[src/rtl/sysarr_pkg.sv]
// Shared types and default sizing for the systolic-array input feeder.
package sysarr_pkg;

  localparam int unsigned DATA_BW_DEF     = 8;
  localparam int unsigned WEIGHT_BW_DEF   = 8;
  localparam int unsigned MATRIX_SIZE_DEF = 8;
  localparam int unsigned FIFO_DEPTH_DEF  = 8;

  // Bubble cycles after the last pop so the far lane empties out
  localparam int unsigned DRAIN_CYCLES = MATRIX_SIZE_DEF - 1;

  typedef enum logic [1:0] {
    ST_IDLE   = 2'd0,
    ST_LOAD_W = 2'd1,
    ST_STREAM = 2'd2,
    ST_DRAIN  = 2'd3
  } state_e;

endpackage

[src/rtl/sysarr_vec_fifo.sv]
// Synchronous vector FIFO; extra pointer bit distinguishes full from empty.
module sysarr_vec_fifo #(
  parameter int unsigned WIDTH = 65,
  parameter int unsigned DEPTH = 8
) (
  input  logic             clk,
  input  logic             rstn,
  input  logic             push,
  input  logic [WIDTH-1:0] wr_data,
  input  logic             pop,
  output logic [WIDTH-1:0] rd_data_c,
  output logic             full_c,
  output logic             empty_c
);

  localparam int unsigned AW = (DEPTH > 1) ? $clog2(DEPTH) : 1;

  logic [AW:0]      wr_ptr_q, wr_ptr_d;
  logic [AW:0]      rd_ptr_q, rd_ptr_d;
  logic [WIDTH-1:0] mem_q [DEPTH];
  logic [WIDTH-1:0] mem_d [DEPTH];

  assign full_c    = (wr_ptr_q[AW] != rd_ptr_q[AW]) &&
                     (wr_ptr_q[AW-1:0] == rd_ptr_q[AW-1:0]);
  assign empty_c   = (wr_ptr_q == rd_ptr_q);
  assign rd_data_c = mem_q[rd_ptr_q[AW-1:0]];

  // Pointer advance and storage write; full/empty gate the requests
  always_comb begin
    wr_ptr_d = wr_ptr_q;
    rd_ptr_d = rd_ptr_q;
    mem_d    = mem_q;
    if (push && !full_c) begin
      mem_d[wr_ptr_q[AW-1:0]] = wr_data;
      wr_ptr_d = wr_ptr_q + (AW+1)'(1);
    end
    if (pop && !empty_c) begin
      rd_ptr_d = rd_ptr_q + (AW+1)'(1);
    end
  end

  // FIFO state registers; reset clears contents as well as pointers
  always_ff @(posedge clk or negedge rstn) begin
    if (!rstn) begin
      wr_ptr_q <= '0;
      rd_ptr_q <= '0;
      for (int i = 0; i < int'(DEPTH); i++) begin
        mem_q[i] <= '0;
      end
    end else begin
      wr_ptr_q <= wr_ptr_d;
      rd_ptr_q <= rd_ptr_d;
      mem_q    <= mem_d;
    end
  end

endmodule

[src/rtl/sysarr_input_feeder.sv]
// Feeds the PE chain: loads one weight vector, then streams buffered
// activation vectors with lane k skewed by k cycles, then drains.
module sysarr_input_feeder
  import sysarr_pkg::*;
#(
  parameter int unsigned DATA_BW     = DATA_BW_DEF,
  parameter int unsigned WEIGHT_BW   = WEIGHT_BW_DEF,
  parameter int unsigned MATRIX_SIZE = MATRIX_SIZE_DEF,
  parameter int unsigned FIFO_DEPTH  = FIFO_DEPTH_DEF
) (
  input  logic                           clk,
  input  logic                           rstn,
  input  logic                           w_valid,
  input  logic [MATRIX_SIZE*WEIGHT_BW-1:0] w_data,
  output logic                           w_ready,
  input  logic                           in_valid,
  input  logic [DATA_BW*MATRIX_SIZE-1:0] in_data,
  input  logic                           in_last,
  output logic                           in_ready,
  output logic [MATRIX_SIZE*WEIGHT_BW-1:0] WEIGHTS,
  output logic                           we_rl,
  output logic [DATA_BW*MATRIX_SIZE-1:0] DIN,
  output logic [MATRIX_SIZE-1:0]         din_valid,
  output logic                           busy,
  output logic                           done
);

  localparam int unsigned VEC_W    = DATA_BW * MATRIX_SIZE;
  localparam int unsigned WGT_W    = WEIGHT_BW * MATRIX_SIZE;
  localparam int unsigned DRAIN_LP = MATRIX_SIZE - 1;
  localparam int unsigned CNT_W    = (MATRIX_SIZE > 1) ? $clog2(MATRIX_SIZE) : 1;

  state_e             state_q, state_d;
  logic [WGT_W-1:0]   weights_q, weights_d;
  logic               we_rl_q, we_rl_d;
  logic               busy_q, busy_d;
  logic               done_q, done_d;
  logic [CNT_W-1:0]   cnt_q, cnt_d;

  logic               fifo_full_c, fifo_empty_c, fifo_pop_c;
  logic [VEC_W:0]     fifo_rd_c;
  logic [VEC_W-1:0]   stage_data_c;
  logic               stage_vld_c;

  assign w_ready  = (state_q == ST_IDLE);
  assign in_ready = !fifo_full_c;
  assign WEIGHTS  = weights_q;
  assign we_rl    = we_rl_q;
  assign busy     = busy_q;
  assign done     = done_q;

  sysarr_vec_fifo #(
    .WIDTH (VEC_W + 1),
    .DEPTH (FIFO_DEPTH)
  ) u_fifo (
    .clk       (clk),
    .rstn      (rstn),
    .push      (in_valid),
    .wr_data   ({in_data, in_last}),
    .pop       (fifo_pop_c),
    .rd_data_c (fifo_rd_c),
    .full_c    (fifo_full_c),
    .empty_c   (fifo_empty_c)
  );

  // Sequencer: weight load, stream pops, drain countdown
  always_comb begin
    state_d      = state_q;
    weights_d    = weights_q;
    we_rl_d      = 1'b0;
    done_d       = 1'b0;
    cnt_d        = cnt_q;
    fifo_pop_c   = 1'b0;
    stage_data_c = '0;
    stage_vld_c  = 1'b0;
    case (state_q)
      ST_IDLE: begin
        if (w_valid) begin
          weights_d = w_data;
          state_d   = ST_LOAD_W;
        end
      end
      ST_LOAD_W: begin
        we_rl_d = 1'b1;
        state_d = ST_STREAM;
      end
      ST_STREAM: begin
        if (!fifo_empty_c) begin
          fifo_pop_c   = 1'b1;
          stage_data_c = fifo_rd_c[VEC_W:1];
          stage_vld_c  = 1'b1;
          if (fifo_rd_c[0]) begin
            if (DRAIN_LP == 0) begin
              state_d = ST_IDLE;
              done_d  = 1'b1;
            end else begin
              state_d = ST_DRAIN;
              cnt_d   = CNT_W'(DRAIN_LP);
            end
          end
        end
      end
      ST_DRAIN: begin
        cnt_d = cnt_q - CNT_W'(1);
        if (cnt_q == CNT_W'(1)) begin
          state_d = ST_IDLE;
          done_d  = 1'b1;
        end
      end
      default: state_d = ST_IDLE;
    endcase
    busy_d = (state_d != ST_IDLE);
  end

  // Control and weight registers
  always_ff @(posedge clk or negedge rstn) begin
    if (!rstn) begin
      state_q   <= ST_IDLE;
      weights_q <= '0;
      we_rl_q   <= 1'b0;
      busy_q    <= 1'b0;
      done_q    <= 1'b0;
      cnt_q     <= '0;
    end else begin
      state_q   <= state_d;
      weights_q <= weights_d;
      we_rl_q   <= we_rl_d;
      busy_q    <= busy_d;
      done_q    <= done_d;
      cnt_q     <= cnt_d;
    end
  end

  // Skew triangle: lane k is a (k+1)-deep shift register of data+valid
  for (genvar k = 0; k < int'(MATRIX_SIZE); k++) begin : g_lane
    localparam int unsigned LANE_LSB = (MATRIX_SIZE - 1 - k) * DATA_BW;

    logic [(k+1)*DATA_BW-1:0] sr_data_q, sr_data_d;
    logic [k:0]               sr_vld_q, sr_vld_d;

    if (k == 0) begin : g_first
      // Lane 0 is just the stage-0 register
      always_comb begin
        sr_data_d = stage_data_c[LANE_LSB +: DATA_BW];
        sr_vld_d  = stage_vld_c;
      end
    end else begin : g_rest
      // New entry enters at the top, output taken from the bottom
      always_comb begin
        sr_data_d = {stage_data_c[LANE_LSB +: DATA_BW], sr_data_q[(k+1)*DATA_BW-1:DATA_BW]};
        sr_vld_d  = {stage_vld_c, sr_vld_q[k:1]};
      end
    end

    // Lane shift registers
    always_ff @(posedge clk or negedge rstn) begin
      if (!rstn) begin
        sr_data_q <= '0;
        sr_vld_q  <= '0;
      end else begin
        sr_data_q <= sr_data_d;
        sr_vld_q  <= sr_vld_d;
      end
    end

    assign DIN[LANE_LSB +: DATA_BW] = sr_data_q[DATA_BW-1:0];
    assign din_valid[k]             = sr_vld_q[0];
  end

endmodule

[config.mk]
export PLATFORM = sky130hd
export DESIGN_NAME = sysarr_input_feeder
export DESIGN_NICKNAME = d
export VERILOG_FILES = /design/src/rtl/sysarr_pkg.sv /design/src/rtl/sysarr_vec_fifo.sv /design/src/rtl/sysarr_input_feeder.sv
export SDC_FILE = /design/constraint.sdc
export NUM_CORES = 1
export LEC_CHECK = 0
export ABC_AREA = 0
export BUFFER_PORTS_ARGS = -buffer_cell sky130_fd_sc_hd__clkbuf_2
export CORE_ASPECT_RATIO = 0.7
export CORE_MARGIN = 1
export CORE_UTILIZATION = 45
export CTS_CLUSTER_DIAMETER = 40
export DETAILED_ROUTE_END_ITERATION = 10
export GPL_ROUTABILITY_DRIVEN = 0
export PLACE_DENSITY_LB_ADDON = 0.25
export REMOVE_ABC_BUFFERS = 1
export SLEW_MARGIN = 20
export SYNTH_ARGS = -nofsm -noshare
export SYNTH_HDL_FRONTEND = slang
export SYNTH_HIERARCHICAL = 1
export SYNTH_SLANG_ARGS = --single-unit
export TNS_END_PERCENT = 50
[constraint.sdc]
create_clock -name clk -period 4.6 [get_ports clk]
set_clock_uncertainty 0.1 [all_clocks]
set_input_delay 0.46 -clock clk [delete_from_list [all_inputs] [get_ports clk]]
set_output_delay 0.46 -clock clk [all_outputs]
set_load 0.02 [all_outputs]
# Word-level counts from Yosys, hierarchy flattened
# Index checks and enable logic that the tools add are counted.
# Widths: inputs -> output; s select.
# word_totals
register_bits,924
wordCells,81
inputBits,133
out_inout_bits,141
# classes
mux,21
n_eq_ne,9
magnitude_cmp,3
n_reduce_logical,11
bitwise,2
addsub,3
# ops
operator,count
$bwmux 520,1
$bmux 65 s3,1
$demux 65 s3,1
$mux 65,3
$mux 64,2
$add 4x1->4 const B,2
$ge 4x4->1 const B,2
$mux 2,4
$not 3->4,2
$pmux 2 s4,1
$mux 3,2
$pmux 3 s2,1
$mux 1,5
$eq 2x2->1 const B,2
$eq 4x4->1,1
$logic_and 1x1->1,4
$lt 4x1->1 const B,1
$ne 2x2->1 const B,2
$reduce_bool 2->1,2
$eq 3x1->1 const B,1
$eq 3x3->1,1
$reduce_and 3->1,1
$sub 3x1->3 const B,1
$eq 2x1->1 const B,1
other kinds (4),5

# Longest topological paths before layout
# Gate-level depths: netlist (run 1).
# logic_depth
word_depth,8
ltp_mapped,8
mapped_depth_nobuf,6

# Cells and area by module
# Netlist (run 1), hierarchy kept.
# by_module_without_submodules
mod,seq_area_each_um2,n_inst,area_per_inst_um2,cells_per_inst
sysarr_vec_fifo,13212.7,1,23721.5,1380
sysarr_input_feeder,9208.8,1,11234.5,597

# Least setup slack after synthesis (run 1)
# No wires, ideal clock.
# synth_path
path_type,reg-to-reg
startpoint,register u_fifo.rd_ptr_q[0]
endpoint,register cnt_q[2]
n_path_buf,3
period_less_slack_ns,2.622
setup_time_ns,0.136
stages_incl_launch_ff,9
t_required_ns,4.364
slack_ns,1.978
arrival_ns,2.387
path_cell_list,dfrtp_1 > buf_2 > buf_1 > buf_2 > mux4_2 > mux2_2 > nor2b_1 > o21ai_0 > a22oi_1
# synth_between
elab_chain_cells,6
elab_cells_between_ends,8
cone_classes,3 x eq/ne; 3 x mux; 1 x bitwise; 1 x reduce/logical
# synth_lines
element,line_no,rtl
"start, declared",sysarr_vec_fifo.sv:19,"logic [AW:0] rd_ptr_q, rd_ptr_d;"
"start signal, assigned",sysarr_vec_fifo.sv:52,rd_ptr_q <= rd_ptr_d;
$not 3->4 (implied by the code),sysarr_vec_fifo.sv:26,assign rd_data_c = mem_q[rd_ptr_q[AW-1:0]];
$bmux 65 s3,sysarr_vec_fifo.sv:26,
$mux 65 (implied by the code) (2 in a row),sysarr_vec_fifo.sv:26,
net fifo_rd_c[0],sysarr_input_feeder.sv:41,logic [VEC_W:0] fifo_rd_c;
$ne 2x2->1 (no source line),--,
$reduce_and 3->1 (no source line),--,
"end signal, assigned",sysarr_input_feeder.sv:130,cnt_q <= cnt_d;
"end, declared",sysarr_input_feeder.sv:38,"logic [CNT_W-1:0] cnt_q, cnt_d;"
# The timed path passes the listed nets, and every way through them passes these cells. The select of a mux whose other input is x is not followed.
# A chain may end at the register's enable or synchronous reset.

# Final worst setup path (run 1)
# layout_path
startpoint,register u_fifo.rd_ptr_q[1]
endpoint,register u_fifo/mem_q[196] in the netlist's numbering
# layout_between
elab_chain_cells,4
# layout_lines
element,line_no,rtl
$eq 3x3->1,sysarr_vec_fifo.sv:24,(wr_ptr_q[AW-1:0] == rd_ptr_q[AW-1:0]);
$logic_and 1x1->1,sysarr_vec_fifo.sv:23,assign full_c = (wr_ptr_q[AW] != rd_ptr_q[AW]) &&
net fifo_full_c,sysarr_input_feeder.sv:40,"logic fifo_full_c, fifo_empty_c, fifo_pop_c;"
$logic_not 1->1,sysarr_vec_fifo.sv:33,if (push && !full_c) begin
$logic_and 1x1->1,sysarr_vec_fifo.sv:33,
"end signal, assigned",sysarr_vec_fifo.sv:53,mem_q <= mem_d;
"end, declared",sysarr_vec_fifo.sv:20,logic [WIDTH-1:0] mem_q [DEPTH];
# The timed path passes the listed nets, and every way through them passes these cells.

==> results of run 1 <==
-- registers in the layout, summed over array words and instances, names as in the netlist --
| register | flops |
|---|---|
| state_q | 2 |
| u_fifo/mem_q | 520 |
| u_fifo/wr_ptr_q | 4 |
| we_rl | 1 |
| done | 1 |
| g_lane.sr_data_q | 288 |
| WEIGHTS | 64 |
| g_lane.sr_vld_q | 8 |
| cnt_q | 3 |
| u_fifo/rd_ptr_q | 4 |
| busy | 1 |
-- what timing repair did --
item	CTS	global route
hold endpoints to repair	160	0
setup endpoints to repair	0	0
hold buffers	72	0
-- cell type report --
| type | count | share of cell area [%] |
|---|---|---|
| sequential | 896 | 54.0 |
| multi-input combinational | 905 | 27.6 |
| clock buffer | 133 | 7.12 |
| timing repair buffer | 383 | 6.12 |
| tap | 1044 | 3.14 |
| clock inverter | 70 | 1.96 |
| inverter | 6 | 0.0542 |
| antenna | 4 | 0.0241 |
-- stage by stage --
step	std cells	hold WS, ns	power (mW)
3_5_place_dp	3162	0.235	22.9
6_report	3441	0.0475	31.5
4_1_cts	3437	0.000407	31.9
3_3_place_gp	3162	0.232	22.5
5_1_grt	3438	0.0301	33.2
2_1_floorplan	1807	0.0644	20.4
-- report_power, final --
part / switching [mW] / internal, mW
Sequential: 1.69 / 11.2
Clock: 3.47 / 5.23
Combinational: 4.06 / 5.79
-- cells in the final DEF, fill, tap and decap left out, types with 9 or more instances in the layout --
master         instances
buf_4                 25
mux2_2               552
clkbuf_1              12
dfrtp_1              893
dlygate4sd3_1         72
clkinv_4              11
mux2_4                90
mux2_1                 9
clkbuf_2             272
buf_12                13
clkinvlp_4            18
clkbuf_8              10
inv_6                 15
and2_1                64
mux4_2               130
clkbuf_16            111
bufinv_16             10
-- metal layers --
layer  wire length, µm  global-route usage (%)  vias up  share of wire (%)
met2             34600                    30.2      281                 48
met3              2590                    3.73      133                3.6
met1             33000                    26.6     9642                 46
met4              1620                    5.42       10                2.2
met5                69                       0        -              0.096
li1                  -                       -     7717                  -
-- path summary, 6_finish.rpt --
| check | start | endpoint | depth (start not counted) |
|---|---|---|---|
| max in group asynchronous | rstn | u_fifo/rd_ptr_q[1]$_DFFE_PN0P_ | 3 |
| min in group asynchronous | rstn | WEIGHTS[18]$_DFFE_PN0P_ | 2 |
| max | u_fifo/rd_ptr_q[1]$_DFFE_PN0P_ | u_fifo/mem_q[196]$_DFFE_PN0P_ | 6 |
| min | in_data[35] | u_fifo/mem_q[231]$_DFFE_PN0P_ | 2 |
| min reg2reg | g_lane[5].sr_data_q[28]$_DFF_PN0_ | g_lane[5].sr_data_q[20]$_DFF_PN0_ | 0 |
| max reg2reg | u_fifo/rd_ptr_q[1]$_DFFE_PN0P_ | u_fifo/mem_q[196]$_DFFE_PN0P_ | 6 |
-- logic make-up (layout without fill, tap and decap cells) --
logic type / after synthesis / in the layout
AOI/OAI and AO/OA: 8 / 8
xor gates and xnor gates: 13 / 13
adders and majority gates: 4 / 4
buffers and inverters: 176 / 592
DFF: 896 / 896
muxes: 781 / 781
other: 0 / 4
and+or+nand+nor: 99 / 99
-- cell usage after synthesis, drive strengths merged --
library cell | n | share of area, %
or3 | 1 | 0.018
nor2 | 8 | 0.086
ha | 4 | 0.14
or4 | 1 | 0.032
and3 | 1 | 0.018
nand2b | 3 | 0.054
inv | 6 | 0.064
a31oi | 1 | 0.018
dfrtp | 896 | 64
nand2 | 5 | 0.054
o41ai | 1 | 0.025
o21ai | 4 | 0.057
xnor2 | 6 | 0.15
and2 | 64 | 1.1
a32oi | 1 | 0.025
nor2b | 2 | 0.036
nand3b | 1 | 0.021
nand4 | 1 | 0.036
clkbuf | 33 | 0.38
mux2 | 651 | 22
nor3 | 1 | 0.014
a22oi | 1 | 0.021
nor3b | 3 | 0.079
nand4b | 1 | 0.025
buf | 137 | 2.7
xor2 | 7 | 0.18
nand3 | 4 | 0.057
mux4 | 130 | 8.4
nor4 | 1 | 0.018
nor4bb | 1 | 0.029
nor4b | 1 | 0.025
==> flow_metrics.env, run 1 <==
export IMPL_run_status="finished, final reports clean"
export IMPL_synth_xor_area_share_pct=0.326
export IMPL_syn_inst=1977
export IMPL_drt_total_wl_um=71900
export IMPL_port_buffers=273
export IMPL_finalCritPeriodShare_pct=70.8
export IMPL_grt_pass1_vias=20000
export IMPL_antenna_found_initial=10
export IMPL_pre_cts_slack_ns=1.28
export IMPL_drt_first_pass_iters=4
export IMPL_synthAdderAreaFrac_pct=0.143
export IMPL_regArea_um2=22400
export IMPL_cp_arrival_ns=3.69
export IMPL_cts_clk_slew_worst_paths_ns=0.06
export IMPL_slowest_stage="dfrtp_4"
export IMPL_synthMuxAreaShare_pct=30.3
export IMPL_wl_per_cell_um=20.9
export IMPL_end_kind="flop"
export IMPL_cp_max_fo=37
export IMPL_clock_sinks=896
export IMPL_vias_per_cell=5.17
export IMPL_antenna_left=0
export IMPL_drt_iter0_drc=772
export IMPL_worst_pin_slew_ns=1.07
export IMPL_yosysUniqueCellTypes=41
export IMPL_place_area_um2=37100
export IMPL_crit_required_ns=5.03
export IMPL_cts_buffers_inserted=109
export IMPL_path_cells="xnor2_1, nand4_2, inv_2, or4_4, buf_4, mux2_2"
export IMPL_critPathMaxStageDelay_ns=0.83
export IMPL_synth_avg_cell_area_um2=17.7
export IMPL_grt_ovfl_total=0
export IMPL_cp_num_buf_inv=2
export IMPL_critical_path_class="reg2reg"
export IMPL_std_cell_rows=85
export IMPL_fin_crit_ns=3.26
export IMPL_postCtsSetupRepairBufs=0
export IMPL_synth_top_family_by_area="multiplexers"
export IMPL_cts_root_buf="clkbuf_16"
export IMPL_p_per_area_nw_per_um2=757
export IMPL_rsz0062_at_grt="no"
export IMPL_vias=17783
export IMPL_clk_latency_ns=0.67
export IMPL_r2r_slack_ns=1.34
export IMPL_fin_ws_ns=1.34
export IMPL_hold_path_class="in2reg"
export IMPL_clockBufferDepth=3
export IMPL_grt_pass1_wl_um=116000
export IMPL_areaGrowthSynthToFinish_pct=18.9
export IMPL_cts_tree="done"
export IMPL_fmax_mhz=307
export IMPL_drc=0
export IMPL_finalHoldViolCount=0
export IMPL_crit_family="simple AND/OR/NAND/NOR gates"
export IMPL_drv_slew=0
export IMPL_dieArea_um2=78800
export IMPL_ys_ff_latch=896
export IMPL_yosys_warnings=6
export IMPL_p_leak_nw=19.0
export IMPL_die_width_um=335
export IMPL_crit_path_start_kind="flop"
export IMPL_n_fill_cell=6098
export IMPL_final_area_um2=41600
export IMPL_core_region_area_um2=76900
export IMPL_setup_viol=0
export IMPL_synth_simple_gate_area_share_pct=1.75
export IMPL_ctsResizeCount=0
export IMPL_synth_seq_area_share_pct=64.1
export IMPL_maxCapViolations=0
export IMPL_relSlewSlack_pct=29.0
export IMPL_grt_usage_pct=19.0
export IMPL_fin_util_pct=54.1
export IMPL_synth_area_um2=35000
export IMPL_drive_gt1_share_pct=53.8
export IMPL_htree_levels=3
export IMPL_place_hpwl_um=40400
export IMPL_multi_input_area_um2=11500
export IMPL_die_y_um=235
export IMPL_fin_tns_setup_ns=0
export IMPL_synth_compound_area_share_pct=0.147
export IMPL_io_pins=274
export IMPL_start_util_pct=45.5
export IMPL_grt_max_degree=125
export IMPL_layout_nets=2438
export IMPL_irDropWorstVdd_v=0.000331
Power figures use the tool's default switching activity.
==> inputs of run 2 (changes only) <==
- ABC_AREA: 0 -> 1
- clock period: 4.6 -> 3.3 ns (I/O delays scaled with it)
==> flow_metrics.env, run 2 <==
export IMPL_run_status="finished, final reports clean"
export IMPL_port_buffers=273
export IMPL_vias_per_cell=5.52
export IMPL_ctsResizeCount=0
export IMPL_clockBufferDepth=3
export IMPL_fin_ws_ns=0.251
export IMPL_synth_most_common_cell="nand2_1"
export IMPL_pre_cts_slack_ns=0.726
export IMPL_start_util_pct=45.9
export IMPL_cp_max_fo=31
export IMPL_grt_ovfl_total=0
export IMPL_clock_sinks=896
export IMPL_fin_crit_ns=3.05
export IMPL_antenna_found_initial=7
export IMPL_drc=0
export IMPL_r2r_start="u_fifo/wr_ptr_q[0]$_DFFE_PN0P_"
export IMPL_crit_required_ns=2.87
export IMPL_relSlewSlack_pct=19.7
export IMPL_p_comb_share_pct=34.5
export IMPL_final_cells=5702
export IMPL_synthFlopType="dfrtp_1"
export IMPL_finalHoldViolCount=0
export IMPL_layout_nets=4616
export IMPL_place_hpwl_um=57300
export IMPL_grt_max_degree=145
export IMPL_grt_pass1_vias=30367
export IMPL_dp_cells=5364
export IMPL_mostFrequentLayoutCells="nand2_1 (1,399), dfrtp_1 (893), nand4_1 (521), nor2_1 (461), o21ai_0 (328)"
export IMPL_grt_usage_pct=26.1
export IMPL_cp_arrival_ns=2.62
export IMPL_irDropWorstVdd_v=0.000811
export IMPL_synth_commonest_cells="nand2_1 (1,401), dfrtp_1 (896), nand4_1 (521)"
export IMPL_yosys_warnings=6
export IMPL_fmax_mhz=328
export IMPL_die_y_um=246
export IMPL_mostFrequentLayoutCell="nand2_1"
export IMPL_synth_edf_count=0
export IMPL_cts_buffers_inserted=106
export IMPL_antenna_left=0
export IMPL_end_kind="primary output"
export IMPL_vias=31490
export IMPL_setup_viol=0
export IMPL_htree_levels=3
export IMPL_p_sw_share_pct=40.0
export IMPL_p_clk_share_pct=27.2
export IMPL_die_width_um=350
export IMPL_crit_path_start_kind="flop"
export IMPL_postCtsSetupRepairBufs=0
export IMPL_sequentialPowerShare_pct=38.4
export IMPL_multi_input_area_um2=13000
export IMPL_largest_reg_flops=520
export IMPL_rsz0062_at_grt="no"
export IMPL_regArea_um2=22400
export IMPL_std_cell_rows=88
export IMPL_areaGrowthSynthToFinish_pct=17.3
export IMPL_drt_total_wl_um=112000
export IMPL_grt_pass1_wl_um=177000
export IMPL_yosysTopAreaCellShare_pct=58.7
export IMPL_hold_path_class="reg2reg"
export IMPL_synthTopCellsByArea="dfrtp_1 (59%), nand2_1 (14%), nand4_1 (8.5%)"
export IMPL_max_flop_register="u_fifo/mem_q"
export IMPL_synth_area_um2=38200
export IMPL_drv_slew=0
export IMPL_hold_ws_ns=0.232
export IMPL_worstHoldStart="g_lane[3].sr_data_q[11]$_DFF_PN0_"
export IMPL_synthArstFlopShare_pct=100
export IMPL_maxCapViolations=0
export IMPL_drive_gt1_share_pct=13.1
export IMPL_p_sw_mw=18.3
export IMPL_drt_first_pass_iters=6
export IMPL_p_leak_nw=23.0
export IMPL_synth_avg_cell_area_um2=8.78
export IMPL_r2r_slack_ns=0.43
export IMPL_drt_iter0_drc=3245
export IMPL_ys_ff_latch=896
export IMPL_worst_pin_slew_ns=1.20
export IMPL_fin_util_pct=53.8
export IMPL_ctsHoldBuffers=132
export IMPL_wl_per_cell_um=19.6
export IMPL_finalCritPeriodShare_pct=92.4
export IMPL_cts_root_buf="clkbuf_16"
export IMPL_cp_startpoint="u_fifo/wr_ptr_q[2]$_DFFE_PN0P_"
export IMPL_core_region_area_um2=83200
export IMPL_cts_clk_slew_worst_paths_ns=0.05
export IMPL_dieArea_um2=86000
export IMPL_synth_seq_area_share_pct=58.7
export IMPL_fin_tns_setup_ns=0
export IMPL_critical_path_class="reg2out"
export IMPL_synth_top_area_cell="dfrtp_1"
export IMPL_yosysUniqueCellTypes=25
export IMPL_cts_tree="done"
export IMPL_syn_inst=4349
export IMPL_io_pins=274
export IMPL_intPower_mw=27.4
export IMPL_n_fill_cell=7649
export IMPL_p_per_area_nw_per_um2=1020
export IMPL_clk_latency_ns=0.69
## run 2: cell types whose count changed in the layout (fill, tap and decap cells not counted), sizes merged, moves of 5 or more
cell	change
nand2	+1398
mux2	-651
nand4	+521
nor2	+454
o21ai	+388
mux4	-130
inv	+87
nand3	+81
and2	-64
buf	+64
dlygate4sd3	+60
clkbuf	-9
nor3	+6
xor2	-5
## run 2: cells by family after synthesis
family                   count (synthesis)  synth area share, %
AO/OA/AOI/OAI                          394                 5.17
XOR/XNOR                                 4                0.111
adder cells (fa/ha/maj)                  4                0.131
buffers and inverters                  572                 7.54
flip-flops                             896                 58.7
AND/OR/NAND/NOR                       2479                 28.3
## run 2: critical path, cell delays in order (launching register included)
cell and delay, ns:
dfrtp_1 0.56, inv_2 0.24, nand2_1 0.09, nand2_1 0.11, nand4_4 0.31, buf_12 0.31, inv_1 0.10, inv_1 0.05
clkbuf_2 0.15
## run 2: area by class of cell
type	instances	area share, %
sequential	896	50.1
inverter	88	0.751
antenna	5	0.0279
tap	1125	3.14
clock buffer	125	6.40
clock inverter	76	2.05
timing repair buffer	506	8.52
multi-input combinational	2881	29.0
## run 2: worst paths after layout
path | depth (start not counted) | end
worst max-delay path | 8 | in_ready
worst min-delay path | 0 | g_lane[3].sr_data_q[3]$_DFF_PN0_
worst max register to register | 9 | u_fifo/mem_q[268]$_DFFE_PN0P_
worst min register to register | 0 | g_lane[3].sr_data_q[3]$_DFF_PN0_
max in group asynchronous | 3 | u_fifo/mem_q[467]$_DFFE_PN0P_
min in group asynchronous | 2 | u_fifo/mem_q[50]$_DFFE_PN0P_
## run 2: metrics by stage
stage	power, mW	cell area, µm²
floorplan	26.8	35600
global placement	32.7	39700
detailed placement	33.0	39700
CTS	45.7	44800
global route	48.7	44800
finish	45.6	44800
## run 2: per-layer routing
layer / share of wire (%) / wire length [µm] / vias to the layer above / GRT usage, %
met4: 2.6 / 2940 / 6 / 8.55
li1: - / - / 14499 / -
met3: 8.3 / 9270 / 238 / 4.77
met2: 45 / 50500 / 1331 / 39.5
met5: 0.036 / 40 / - / 0
met1: 44 / 49100 / 15416 / 37.7
## run 2: power by group through the flow
stage | Sequential [mW] | Clock, mW | Combinational (mW)
5_1_grt | 18.0 | 13.1 | 17.6
4_1_cts | 17.5 | 12.6 | 15.6
2_1_floorplan | 18.1 | 0 | 8.72
6_report | 17.5 | 12.4 | 15.7
3_3_place_gp | 17.6 | 0 | 15.1
3_5_place_dp | 17.6 | 0 | 15.4
